==> config.mk <==
export PLATFORM = sky130hd
export DESIGN_NAME = icache_refill_unit
export DESIGN_NICKNAME = d
export VERILOG_FILES = /design/src/rtl/icache_refill_unit_pkg.sv /design/src/rtl/refill_beat_buffer.sv /design/src/rtl/icache_refill_unit.sv
export SDC_FILE = /design/constraint.sdc
export NUM_CORES = 1
export LEC_CHECK = 0
export BUFFER_PORTS_ARGS = -buffer_cell sky130_fd_sc_hd__clkbuf_2
export CORE_AREA = 5 5 162 164
export CTS_CLUSTER_DIAMETER = 200
export DETAILED_ROUTE_END_ITERATION = 10
export DIE_AREA = 0 0 167 169
export PLACE_DENSITY = 0.75
export SYNTH_ARGS = -nofsm -noshare
export SYNTH_HDL_FRONTEND = slang
export SYNTH_SLANG_ARGS = --single-unit
export TNS_END_PERCENT = 10
==> constraint.sdc <==
create_clock -name clk -period 12.12 [get_ports clk]
set_clock_uncertainty 0.2 [all_clocks]
set_input_delay 0.606 -clock clk [delete_from_list [all_inputs] [get_ports clk]]
set_output_delay 0.606 -clock clk [all_outputs]
set_load 0.03 [all_outputs]
==> src/rtl/icache_refill_unit_pkg.sv <==
// Shared fetch-stage defines for the I-cache refill path: widths, beat count,
// block offset width and the refill FSM state encoding.
// Latency: n/a (definitions only). Backpressure: n/a.
package icache_refill_unit_pkg;

  // Address and block geometry of the L1 I-cache fill path
  localparam int REFILL_SIZE_PC     = 32;
  localparam int REFILL_CACHE_WIDTH = 256;
  localparam int REFILL_MEM_WIDTH   = 64;

  // Derived: beats per block, beat counter width, byte offset inside a block
  localparam int REFILL_BEATS       = REFILL_CACHE_WIDTH / REFILL_MEM_WIDTH;
  localparam int REFILL_BEAT_CNT_W  = $clog2(REFILL_BEATS);
  localparam int REFILL_BLK_OFF_W   = $clog2(REFILL_CACHE_WIDTH / 8);

  // Refill FSM encoding; IDLE must stay at zero so reset lands there
  localparam int REFILL_STATE_W = 3;

  typedef enum logic [REFILL_STATE_W-1:0] {
    ST_IDLE  = 3'd0,
    ST_REQ   = 3'd1,
    ST_BEAT  = 3'd2,
    ST_WRITE = 3'd3,
    ST_COOL  = 3'd4
  } refill_state_e;

endpackage

==> src/rtl/refill_beat_buffer.sv <==
// Beat assembly buffer: counts return beats and drops each into its block slot.
// Latency: a beat is visible in o_block the cycle after i_wr.
// Backpressure: none; the caller only pulses i_wr for accepted beats.
module refill_beat_buffer
  import icache_refill_unit_pkg::*;
#(
  parameter int CACHE_WIDTH = REFILL_CACHE_WIDTH,
  parameter int MEM_WIDTH   = REFILL_MEM_WIDTH
) (
  input  logic                   clk,
  input  logic                   reset,
  input  logic                   i_clr,
  input  logic                   i_wr,
  input  logic [MEM_WIDTH-1:0]   i_dat,
  output logic                   o_last_beat,
  output logic [CACHE_WIDTH-1:0] o_block
);

  localparam int BEATS = CACHE_WIDTH / MEM_WIDTH;
  localparam int CNT_W = $clog2(BEATS);

  logic [CNT_W-1:0]       r_cnt;
  logic [CACHE_WIDTH-1:0] r_block;

  // Beat counter: cleared when the request is granted, steps on each accepted beat
  always_ff @(posedge clk or posedge reset) begin
    if (reset) begin
      r_cnt <= '0;
    end else if (i_clr) begin
      r_cnt <= '0;
    end else if (i_wr) begin
      r_cnt <= r_cnt + 1'b1;
    end
  end

  // Assembly register: beat k lands in bits [k*MEM_WIDTH +: MEM_WIDTH]; reset discards partial blocks
  always_ff @(posedge clk or posedge reset) begin
    if (reset) begin
      r_block <= '0;
    end else begin
      for (int k = 0; k < BEATS; k++) begin
        if (i_wr && (r_cnt == CNT_W'(k))) begin
          r_block[k*MEM_WIDTH +: MEM_WIDTH] <= i_dat;
        end
      end
    end
  end

  assign o_last_beat = (r_cnt == CNT_W'(BEATS - 1));
  assign o_block     = r_block;

endmodule

==> src/rtl/icache_refill_unit.sv <==
// L1 I-cache refill: latches a miss, issues one block read, assembles beats, fills the cache.
// Latency: min BEATS+2 cycles from miss sample to wrEnable_o; one cool-down cycle after the fill.
// Backpressure: REQ holds until memGnt_i; BEAT stretches across memValid_i gaps, no timeout.
module icache_refill_unit
  import icache_refill_unit_pkg::*;
#(
  parameter int SIZE_PC     = REFILL_SIZE_PC,
  parameter int CACHE_WIDTH = REFILL_CACHE_WIDTH,
  parameter int MEM_WIDTH   = REFILL_MEM_WIDTH
) (
  input  logic                   clk,
  input  logic                   reset,
  input  logic                   miss_i,
  input  logic [SIZE_PC-1:0]     missAddr_i,
  output logic                   memReq_o,
  output logic [SIZE_PC-1:0]     memAddr_o,
  input  logic                   memGnt_i,
  input  logic                   memValid_i,
  input  logic [MEM_WIDTH-1:0]   memData_i,
  output logic                   wrEnable_o,
  output logic [SIZE_PC-1:0]     wrAddr_o,
  output logic [CACHE_WIDTH-1:0] instBlock_o,
  output logic                   busy_o
);

  // Byte offset bits inside one cache block; these are cleared on the latched address
  localparam int OFF_W = $clog2(CACHE_WIDTH / 8);

  refill_state_e          r_state;
  refill_state_e          w_next_state;
  logic [SIZE_PC-1:0]     r_addr;
  logic                   w_miss_take;
  logic                   w_gnt_take;
  logic                   w_beat_take;
  logic                   w_last_beat;
  logic [CACHE_WIDTH-1:0] w_block;
  logic                   w_unused_off;

  // Qualified events: each input only counts in the one state that listens to it
  assign w_miss_take = (r_state == ST_IDLE) && miss_i;
  assign w_gnt_take  = (r_state == ST_REQ)  && memGnt_i;
  assign w_beat_take = (r_state == ST_BEAT) && memValid_i;

  // The in-block offset of the miss address is intentionally dropped
  assign w_unused_off = ^missAddr_i[OFF_W-1:0];

  refill_beat_buffer #(
    .CACHE_WIDTH (CACHE_WIDTH),
    .MEM_WIDTH   (MEM_WIDTH)
  ) u_beat_buffer (
    .clk         (clk),
    .reset       (reset),
    .i_clr       (w_gnt_take),
    .i_wr        (w_beat_take),
    .i_dat       (memData_i),
    .o_last_beat (w_last_beat),
    .o_block     (w_block)
  );

  // Address latch: captured once per refill in IDLE; a later miss during the refill is not latched
  always_ff @(posedge clk or posedge reset) begin
    if (reset) begin
      r_addr <= '0;
    end else if (w_miss_take) begin
      r_addr <= {missAddr_i[SIZE_PC-1:OFF_W], {OFF_W{1'b0}}};
    end
  end

  // State register
  always_ff @(posedge clk or posedge reset) begin
    if (reset) begin
      r_state <= ST_IDLE;
    end else begin
      r_state <= w_next_state;
    end
  end

  // Next-state: miss dropping after IDLE never aborts; COOL ignores miss for one cycle
  always_comb begin
    w_next_state = r_state;
    case (r_state)
      ST_IDLE:  if (w_miss_take) w_next_state = ST_REQ;
      ST_REQ:   if (w_gnt_take)  w_next_state = ST_BEAT;
      ST_BEAT:  if (w_beat_take && w_last_beat) w_next_state = ST_WRITE;
      ST_WRITE: w_next_state = ST_COOL;
      ST_COOL:  w_next_state = ST_IDLE;
      default:  w_next_state = ST_IDLE;
    endcase
  end

  // Output decode: strobes come straight from state, data/address from registers
  always_comb begin
    memReq_o   = 1'b0;
    wrEnable_o = 1'b0;
    busy_o     = 1'b1;
    case (r_state)
      ST_IDLE:  busy_o     = 1'b0;
      ST_REQ:   memReq_o   = 1'b1;
      ST_WRITE: wrEnable_o = 1'b1;
      default:  busy_o     = 1'b1;
    endcase
  end

  assign memAddr_o   = r_addr;
  assign wrAddr_o    = r_addr;
  assign instBlock_o = w_block;

endmodule
==> results of run 1 <==
==> flip-flops by register name, summed over array words and instances (netlist names) <==
name,cells
u_beat_buffer.o_block,256
memAddr_o,27
r_state,3
u_beat_buffer.r_cnt,2
==> per-stage QoR <==
stage	total power, mW	setup slack, ns	instance area [µm²]	hold slack [ns]	instances
finish	4.782	9.638	14100	0.09784	1406
global route	5.019	9.490	14100	0.09043	1406
CTS	4.831	9.604	14100	0.08796	1406
detailed placement	3.966	9.413	13180	0.2917	1355
global placement	3.916	9.414	13180	0.2860	1355
floorplan	3.300	3.365	11260	0.2723	681
==> worst paths after layout <==
| path | start | to | slack (ns) | depth (start not counted) |
|---|---|---|---|---|
| setup / recovery | r_state[0] | u_beat_buffer.o_block[181] | 9.64 | 3 |
| hold / removal | reset | u_beat_buffer.o_block[219] | 0.1 | 2 |
| setup reg to reg | r_state[0] | u_beat_buffer.o_block[181] | 9.64 | 3 |
| hold reg to reg | u_beat_buffer.o_block[84] | u_beat_buffer.o_block[84] | 0.30 | 1 |
| max in group asynchronous | reset | u_beat_buffer.o_block[128] | 10.09 | 3 |
| min in group clk | missAddr_i[20] | memAddr_o[20] | 0.11 | 2 |
==> where the power goes <==
group | internal (mW) | switching (mW)
Sequential | 1.43 | 0.256
Combinational | 0.731 | 1.52
Clock | 0.497 | 0.355
Total | 2.65 | 2.13
==> cells by family after synthesis <==
group	Yosys count	synth area share [%]
buf+inv	72	5.362
mux	283	28.39
compound gates	7	0.3902
fa+ha+maj	4	0.4459
other cells	1	0.03341
simple gates	17	1.159
flops	288	64.21
==> area by class of cell <==
type,instances,area share (%)
sequential,288,51.12
multi-input combinational,321,24.62
timing repair buffer,410,14.59
clock buffer,44,6.257
tap,330,2.929
clock inverter,7,0.2751
inverter,6,0.2130
==> cells in the mapped netlist <==
cell,instances
sky130_fd_sc_hd__a21oi_1,3
sky130_fd_sc_hd__nor2_8,1
sky130_fd_sc_hd__conb_1,1
sky130_fd_sc_hd__a31oi_1,1
sky130_fd_sc_hd__or3_4,1
sky130_fd_sc_hd__a31o_2,1
sky130_fd_sc_hd__mux2_2,283
sky130_fd_sc_hd__nand2_1,1
sky130_fd_sc_hd__or4bb_1,1
sky130_fd_sc_hd__nand2_2,3
sky130_fd_sc_hd__dfrtp_1,288
sky130_fd_sc_hd__nor2_1,2
sky130_fd_sc_hd__nor2b_1,2
sky130_fd_sc_hd__buf_4,40
sky130_fd_sc_hd__nand3b_1,1
sky130_fd_sc_hd__o21ai_0,1
sky130_fd_sc_hd__and3_1,3
sky130_fd_sc_hd__nand2b_1,1
sky130_fd_sc_hd__inv_1,6
sky130_fd_sc_hd__ha_1,4
sky130_fd_sc_hd__clkbuf_1,1
sky130_fd_sc_hd__a221oi_1,1
sky130_fd_sc_hd__and4bb_2,1
sky130_fd_sc_hd__buf_6,24
sky130_fd_sc_hd__buf_2,1
==> per-layer routing <==
layer | global-route usage (%) | share of wire (%) | vias to the layer above
met2 | 32.35 | 51 | 236
met3 | 4.461 | 6.8 | 46
met1 | 23.43 | 40 | 3518
met5 | 0 | 0 | -
li1 | - | - | 3076
met4 | 5.514 | 2.2 | 0
==> placed cells by master (no fill, tap or decap), drive strengths merged, types with 2 or more instances in the layout <==
cell type	netlist	routed
mux2	283	283
clkbuf	1	452
a21oi	3	3
clkinv	0	7
ha	4	4
conb	1	10
nor2b	2	2
nand2	4	4
and3	3	3
nor2	3	3
dfrtp	288	288
inv	6	6
buf	65	2
==> worst max-delay path, cell delays in order (launching register included) <==
cell                       delay, ns
sky130_fd_sc_hd__dfrtp_1        0.48
sky130_fd_sc_hd__and4bb_2       0.52
sky130_fd_sc_hd__nand2_4        0.62
sky130_fd_sc_hd__mux2_2         0.53
==> metrics.sh, run 1 <==
MAX_FREQ_GHz=0.4029
SYN-CELL-AREA_UM2=11220
ROUTED_WIRELENGTH_MM=27.13
SYNTH_TOP_AREA_SHARE_PCT=64.21
AREA.SEQUENTIAL_UM2=7207
NUMCLOCKSINKS=288
CTS.HTREE.LEVELS=1
CLOCK_PATH_BUFFERS=3
MAXIMUM_FANOUT_ALONG_THE_WORST_PATH=64
AREA_DELTA_SYNTH_FINAL_PCT=25.62
STATUS='completed'
CELLLEAKAGEPOWER_nW=7.294
END_KIND='flop'
RSZ0062_AT_GRT='no'
ROUTE.DETAILED.VIAS_PER_INST=4.890
SYNTH_SEQUENTIAL_AREA_RATIO_PCT=64.21
CRITICAL_PATH.STARTPOINT_TYPE='flop'
DRC=0
DIE_X_UM=167
MIN_PERIOD_OVER_PERIOD_PCT=20.48
CELLPOWERDENSITY_nW_PER_UM2=339.2
SYNTH_TOP_AREA_CELL='sky130_fd_sc_hd__dfrtp_1'
DR.FIRST_ITER.DRC_COUNT=298
SETUP_FIX_BUFFERS_ADDED_AFTER_CLOCK_TREE_SYNTHESIS=0
FIRST_PASS_GRT_WIRE_LENGTH_MM=42.74
CLK_ROOT_BUFFER_CELL='sky130_fd_sc_hd__clkbuf_16'
HOLDCRITPATHCLASS='input pin to async pin'
DETAIL_ROUTE.FIRST_PASS.ITERATIONS=4
NUMBER_OF_PORT_BUFFERS=408
WORST-SLEW-PIN-TRANSITION_NS=1.066
DETAILED_PLACE_HPWL_MM=18.49
CRITPATHREQUIREDTIME_NS=12.32
DRIVE_ABOVE_1_SHARE_PCT=69.52
FP.DIEAREA_UM2=28220
YOSYSWARNINGCOUNT=0
FINALWEIGHTEDCONGESTION=0.7856
CTS.REPORTEDPATHS.CLKPINSLEW_NS=0.06
CORE.ROWCOUNT=58
N_FILL_CELL=2017
FLOORPLAN.CORE_AREA_UM2=24750
IR_DROP_uV=263.4
MULTI_INPUT_AREA_UM2=3471
HOLDBUFCOUNTCTS=0
TOTAL_CLOCK_BUFFERS_CREATED_BY_CTS=28
CRIT_TYPE='flop to flop'
GLOBAL_ROUTE.USAGE.TOTAL_PCT=18.66
SYNTHESIS.AREA_PER_INSTANCE_UM2=16.70
GRT_START_MAX_NET_PINS=152
FIN_SETUP_TNS_NS=0
ANTENNA_VIOLATIONS_BEFORE_REPAIR=0
MAXCAPVIOLATIONS=0
DIE_HEIGHT_UM=169
POST-ROUTE-UTIL_PCT=56.97
DRT-WIRELENGTH-PER-CELL_UM=19.30
SLEW_VIOLATIONS=0
SYNTH_TOP_CELLS_BY_AREA='sky130_fd_sc_hd__dfrtp_1 (64%), sky130_fd_sc_hd__mux2_2 (28%), sky130_fd_sc_hd__buf_4 (2.7%)'
CLKLATENCYLATEPIN_NS=0.52
GLOBALROUTE.TOTALOVERFLOW=0
CP.ARRIVAL_NS=2.68
FINALHOLDVIOLCOUNT=0
OVERALL_VIA_COUNT_FROM_DETAIL_ROUTE=6876
YS_FF_LATCH=288
FINAL-SETUP-VIOL-COUNT=0
FIN_NETS=1160
WORST_SLEW_MARGIN_REL_PCT=28.88
TIMING.FINAL.CRIT_PERIOD_NS=2.482
INITIAL_UTILIZATION_PCT=45.35
TRITONCTS='yes'
ROUTE.ANTENNA.REMAINING_NETS=0
POST_SYNTH_INST_COUNT=672
SYNTH.LIB_CELLS_USED.DISTINCT=25
DESIGN.PORTCOUNT=424
INSERTEDDIODECOUNT=0
CTS_REPAIR_RESIZE_COUNT=0
GRT_PASS1_VIAS=7407
No activity file was read; power rests on OpenSTA's default activity.
==> run 2: changes to the inputs <==
Settings changed: ABC_AREA set to 1, CORE_AREA 5 5 162 164 to not set, CORE_MARGIN set to 5, CORE_UTILIZATION set to 45, DIE_AREA 0 0 167 169 to not set, PLACE_DENSITY 0.75 to 0.77.
Clock period 12.12 ns to 2.05 ns, I/O delays scaled along.
==> run 2 against run 1 <==
Global-route usage is 3.5 points higher. Flip-flop and latch count stayed put. Critical path depth is 4 higher. Combinational power grew to 5.8 times the previous value. Clock power grew to 6.4 times the previous value. Routed wire length is 18% higher. Hold slack better by 0.046 ns. Fmax is 26% higher. Largest power group unchanged.
==> metrics.sh, run 2 <==
SYNTHESIS.AREA_PER_INSTANCE_UM2=10.50  # was 16.70 µm²
INITIAL_UTILIZATION_PCT=45.50  # was 45.35%
POST-ROUTE-UTIL_PCT=61.34  # was 56.97%
CLOCKPOWERSHARE_PCT=19.1  # was 17.8%
CELLLEAKAGEPOWER_nW=8.408  # was 7.294 nW
CTS.REPORTEDPATHS.CLKPINSLEW_NS=0.06  # about the same
N_FILL_CELL=1973  # was 2017
CRITPATHREQUIREDTIME_NS=2.27  # was 12.32 ns
CLKLATENCYLATEPIN_NS=0.54  # was 0.52 ns
CRIT_FAMILY='buffers and inverters'  # was simple AND/OR/NAND/NOR gates
WORST_SLEW_MARGIN_REL_PCT=61.90  # was 28.88%
SYNTH_ASYNC_SR_FLOP_SHARE_PCT=100.0  # unchanged
AREA_DELTA_SYNTH_FINAL_PCT=34.80  # was 25.62%
CTS.HTREE.LEVELS=1  # unchanged
MAXCAPVIOLATIONS=0  # unchanged
SYNTH_TOP_AREA_CELL='sky130_fd_sc_hd__dfrtp_1'  # unchanged
P_SW_SHARE_PCT=46.88  # was 44.51%
DR_WL_MET3_MM=2.809  # was 1.850 mm
YOSYSWARNINGCOUNT=0  # unchanged
CLK_ROOT_BUFFER_CELL='sky130_fd_sc_hd__clkbuf_16'  # unchanged
MIN_PERIOD_OVER_PERIOD_PCT=95.90  # was 20.48%
SYNTH_EDF_COUNT=0  # unchanged
SYN-CELL-AREA_UM2=11420  # was 11220 µm²
GRT_PASS1_VIAS=9578  # was 7407
HOLD-WORST-SLACK_NS=0.1440  # was 0.09784 ns
CRIT_TYPE='flop to flop'  # unchanged
GRT_START_MAX_NET_PINS=89  # was 152
WORST_HOLD_PATH.ENDPOINT='memAddr_o[21]'
P_COMB_SHARE_PCT=46.1  # was 47.0%
FINAL-SETUP-VIOL-COUNT=0  # unchanged
TOTAL_CLOCK_BUFFERS_CREATED_BY_CTS=29  # was 28
CRITICAL_PATH.STARTPOINT_TYPE='flop'  # unchanged
ROUTE.DETAILED.VIAS_PER_INST=4.844  # was 4.890
YOSYS.CELL_COUNT.TOP_TYPE='sky130_fd_sc_hd__nand2_1'  # was sky130_fd_sc_hd__dfrtp_1
NUMCLOCKSINKS=288  # unchanged
MAXIMUM_FANOUT_ALONG_THE_WORST_PATH=5  # was 64
WORST-SLEW-PIN-TRANSITION_NS=0.5715  # was 1.066 ns
DRC=0  # unchanged
NUMBER_OF_PORT_BUFFERS=408  # unchanged
REGTOREGSTARTPOINT='r_state[2]'  # was r_state[0]
POST_SYNTH_INST_COUNT=1088  # was 672
DIE_X_UM=169.3  # was 167 µm
DESIGN.PORTCOUNT=424  # unchanged
SEQUENTIAL_CELL_FRACTION_OF_TOTAL_POWER_PCT=34.8  # was 35.2%
RSZ0062_AT_GRT='no'  # unchanged
FP.DIEAREA_UM2=28670  # was 28220 µm²
POST-PLACE-CELLS=1759  # was 1355
WORSTREG2REGEND='r_state[0]'  # was u_beat_buffer.o_block[181]
POST_LAYOUT_NONFILLER_INSTANCES=1912  # was 1406
MAX_FREQ_GHz=0.5086  # was 0.4029 GHz
FINALWEIGHTEDCONGESTION=0.8028  # was 0.7856
SYNTH_TOP_AREA_SHARE_PCT=63.08  # was 64.21%
CP.ARRIVAL_NS=2.19  # was 2.68 ns
CRIT_CHAIN='nor2_4, nand2_4, inv_1, o21ai_0, nand3_1, nand2_1, dlygate4sd3_1'  # was and4bb_2, nand2_4, mux2_2
CTS_REPAIR_RESIZE_COUNT=0  # unchanged
DETAIL_ROUTE.FIRST_PASS.ITERATIONS=5  # was 4
DR_WL_MET2_MM=15.85  # was 13.79 mm
M1WIRELENGTH_MM=12.01  # was 10.88 mm
STARTPOINT='r_state[2]'  # was r_state[0]
INSERTEDDIODECOUNT=0  # unchanged
CORE.ROWCOUNT=58  # unchanged
FIRST_PASS_GRT_WIRE_LENGTH_MM=52.01  # was 42.74 mm
SYNTH_TOP_FLOP_CELL='sky130_fd_sc_hd__dfrtp_1'  # unchanged
IR_DROP_uV=1306  # was 263.4 µV
CLOCK_PATH_BUFFERS=3  # unchanged
DETAILED_PLACE_HPWL_MM=20.85  # was 18.49 mm
DIE_HEIGHT_UM=169.3  # was 169 µm
END_KIND='flop'  # unchanged
OVERALL_VIA_COUNT_FROM_DETAIL_ROUTE=9262  # was 6876
YS_FF_LATCH=288  # unchanged
HOLDCRITPATHCLASS='input pin to flop'  # was input pin to async pin
CRIT_BUF_INV=2  # was 0
FINALHOLDVIOLCOUNT=0  # unchanged
FIN_NETS=1664  # was 1160
CRITICAL_PATH.MAX_STAGE_DELAY_NS=0.56  # was 0.62 ns
HOLD_START='missAddr_i[21]'
GLOBAL_ROUTE.USAGE.TOTAL_PCT=22.18  # was 18.66%
GLOBALROUTE.TOTALOVERFLOW=0  # unchanged
SYNTH.LIB_CELLS_USED.DISTINCT=21  # was 25
SYNTH_TOP_CELLS_BY_AREA='sky130_fd_sc_hd__dfrtp_1 (63%), sky130_fd_sc_hd__nand2_1 (9.6%), sky130_fd_sc_hd__o21ai_1 (7.8%)'  # was sky130_fd_sc_hd__dfrtp_1 (64%), sky130_fd_sc_hd__mux2_2 (28%), sky130_fd_sc_hd__buf_4 (2.7%)
LARGEST_REGISTER_FF_COUNT=256  # unchanged
R2R_CELLS=7  # was 3
HOLD-PATH-CELL-COUNT=4
TIMING.FINAL.CRIT_PERIOD_NS=1.966  # was 2.482 ns
R2R_SETUP_SLACK_NS=0.08  # was 9.64 ns
MOST-COMMON-LAYOUT-CELLS='sky130_fd_sc_hd__clkbuf_2 (408), sky130_fd_sc_hd__nand2_1 (293), sky130_fd_sc_hd__dfrtp_1 (288)'  # was sky130_fd_sc_hd__clkbuf_2 (408), sky130_fd_sc_hd__dfrtp_1 (288), sky130_fd_sc_hd__mux2_2 (283)
ROUTED_WIRELENGTH_MM=32.09  # was 27.13 mm
STATUS='completed'  # unchanged
LEADING_CELL_TYPE_IN_THE_LAYOUT_FILL_AND_TAPS_EXCLUDED='sky130_fd_sc_hd__clkbuf_2'  # unchanged
DRT-WIRELENGTH-PER-CELL_UM=16.78  # was 19.30 µm
SLEW_VIOLATIONS=0  # unchanged
DESIGN_INTERNAL_POWER_mW=15.05  # was 2.654 mW
ANTENNA_VIOLATIONS_BEFORE_REPAIR=0  # unchanged
POWER.SWITCHING_mW=13.28  # was 2.128 mW
TRITONCTS='yes'  # unchanged
WORST_PATH_MAX_DELAY_CELL='sky130_fd_sc_hd__dlygate4sd3_1'  # was sky130_fd_sc_hd__nand2_4
CELLPOWERDENSITY_nW_PER_UM2=1840  # was 339.2 nW/µm²
DRIVE_ABOVE_1_SHARE_PCT=35.90  # was 69.52%
ROUTE.ANTENNA.REMAINING_NETS=0  # unchanged
ROUTE.TOP_LAYER_USED='met4'  # unchanged
SYNTH_TOP_CELLS_BY_COUNT='sky130_fd_sc_hd__nand2_1 (293), sky130_fd_sc_hd__dfrtp_1 (288), sky130_fd_sc_hd__o21ai_1 (177), sky130_fd_sc_hd__inv_1 (102), sky130_fd_sc_hd__o21ai_2 (79)'  # was sky130_fd_sc_hd__dfrtp_1 (288), sky130_fd_sc_hd__mux2_2 (283), sky130_fd_sc_hd__buf_4 (40), sky130_fd_sc_hd__buf_6 (24), sky130_fd_sc_hd__inv_1 (6)
DR.FIRST_ITER.DRC_COUNT=764  # was 298
FLOORPLAN.CORE_AREA_UM2=25110  # was 24750 µm²
SYNTH_SEQUENTIAL_AREA_RATIO_PCT=63.08  # was 64.21%
==> run 2: cell count changes in the layout (fill, tap and decap cells not counted), moves of 4 or more <==
cell / change
sky130_fd_sc_hd__clkbuf_8: -4
sky130_fd_sc_hd__mux2_2: -283
sky130_fd_sc_hd__nand2_1: +293
sky130_fd_sc_hd__buf_4: +10
sky130_fd_sc_hd__o21ai_2: +79
sky130_fd_sc_hd__dlygate4sd3_1: +97
sky130_fd_sc_hd__o21ai_0: +29
sky130_fd_sc_hd__inv_1: +96
sky130_fd_sc_hd__buf_12: +12
sky130_fd_sc_hd__o21ai_1: +177
==> run 2: timing repair <==
item | 4_1_cts | 5_1_grt
setup endpoints to repair | 0 | 1
hold buffers | 97 | 0
buffers inserted | 0 | 2
endpoints found under the hold margin | 575 | 0
==> run 2: worst max-delay path by stage <==
stage                                 endpoint  depth (start not counted)
floorplan                        memAddr_o[10]                          1
global placement     u_beat_buffer.o_block[44]                          7
detailed placement  u_beat_buffer.o_block[239]                          7
CTS                                 r_state[0]                          7
global route                        r_state[0]                          7
finish                              r_state[0]                          7
==> run 2: cells by family after synthesis <==
| group | after synthesis | share of synthesized area [%] |
|---|---|---|
| compound gates | 287 | 15.17 |
| fa+ha+maj | 4 | 0.4381 |
| buf+inv | 200 | 10.70 |
| flops | 288 | 63.08 |
| other cells | 1 | 0.03282 |
| simple gates | 308 | 10.58 |
==> run 2: layout make-up <==
type,instances,area [µm²],area share [%]
clock inverter,14,166.4,1.081
multi-input combinational,609,3058,19.86
tap,330,412.9,2.681
clock buffer,40,827.0,5.370
timing repair buffer,529,3343,21.71
sequential,288,7207,46.80
inverter,102,386.6,2.510
==> run 2: power groups by stage <==
stage	clock network [mW]	registers [mW]	logic, mW
after detailed placement	0	9.81	12.9
after floorplan	0	14.6	4.25
after CTS	5.54	9.80	13.1
final	5.42	9.85	13.1
after global placement	0	9.71	12.6
after global routing	5.83	10.2	14.0
==> run 2: routing by layer <==
layer | global-route usage, % | vias to the layer above
met1 | 27.12 | 4393
met4 | 9.030 | 0
met2 | 37.94 | 416
met5 | 0 | -
met3 | 5.404 | 93
li1 | - | 4360
==> run 2: worst min-delay path: stages <==
cell	delay (ns)
sky130_fd_sc_hd__dlygate4sd3_1	0.53
sky130_fd_sc_hd__clkbuf_2	0.10
sky130_fd_sc_hd__inv_1	0.04
sky130_fd_sc_hd__o21ai_0	0.07
==> run 2: per-stage QoR <==
| step | total power [mW] | TNS, ns | setup WS, ns | area [µm²] |
|---|---|---|---|---|
| floorplan | 18.89 | -596.65 | -2.072 | 11460 |
| global placement | 22.33 | 0 | 0.2390 | 13420 |
| detailed placement | 22.69 | 0 | 0.1685 | 13420 |
| CTS | 28.41 | 0 | 0.08722 | 15390 |
| global route | 29.96 | 0 | 0.01970 | 15400 |
| finish | 28.33 | 0 | 0.08396 | 15400 |
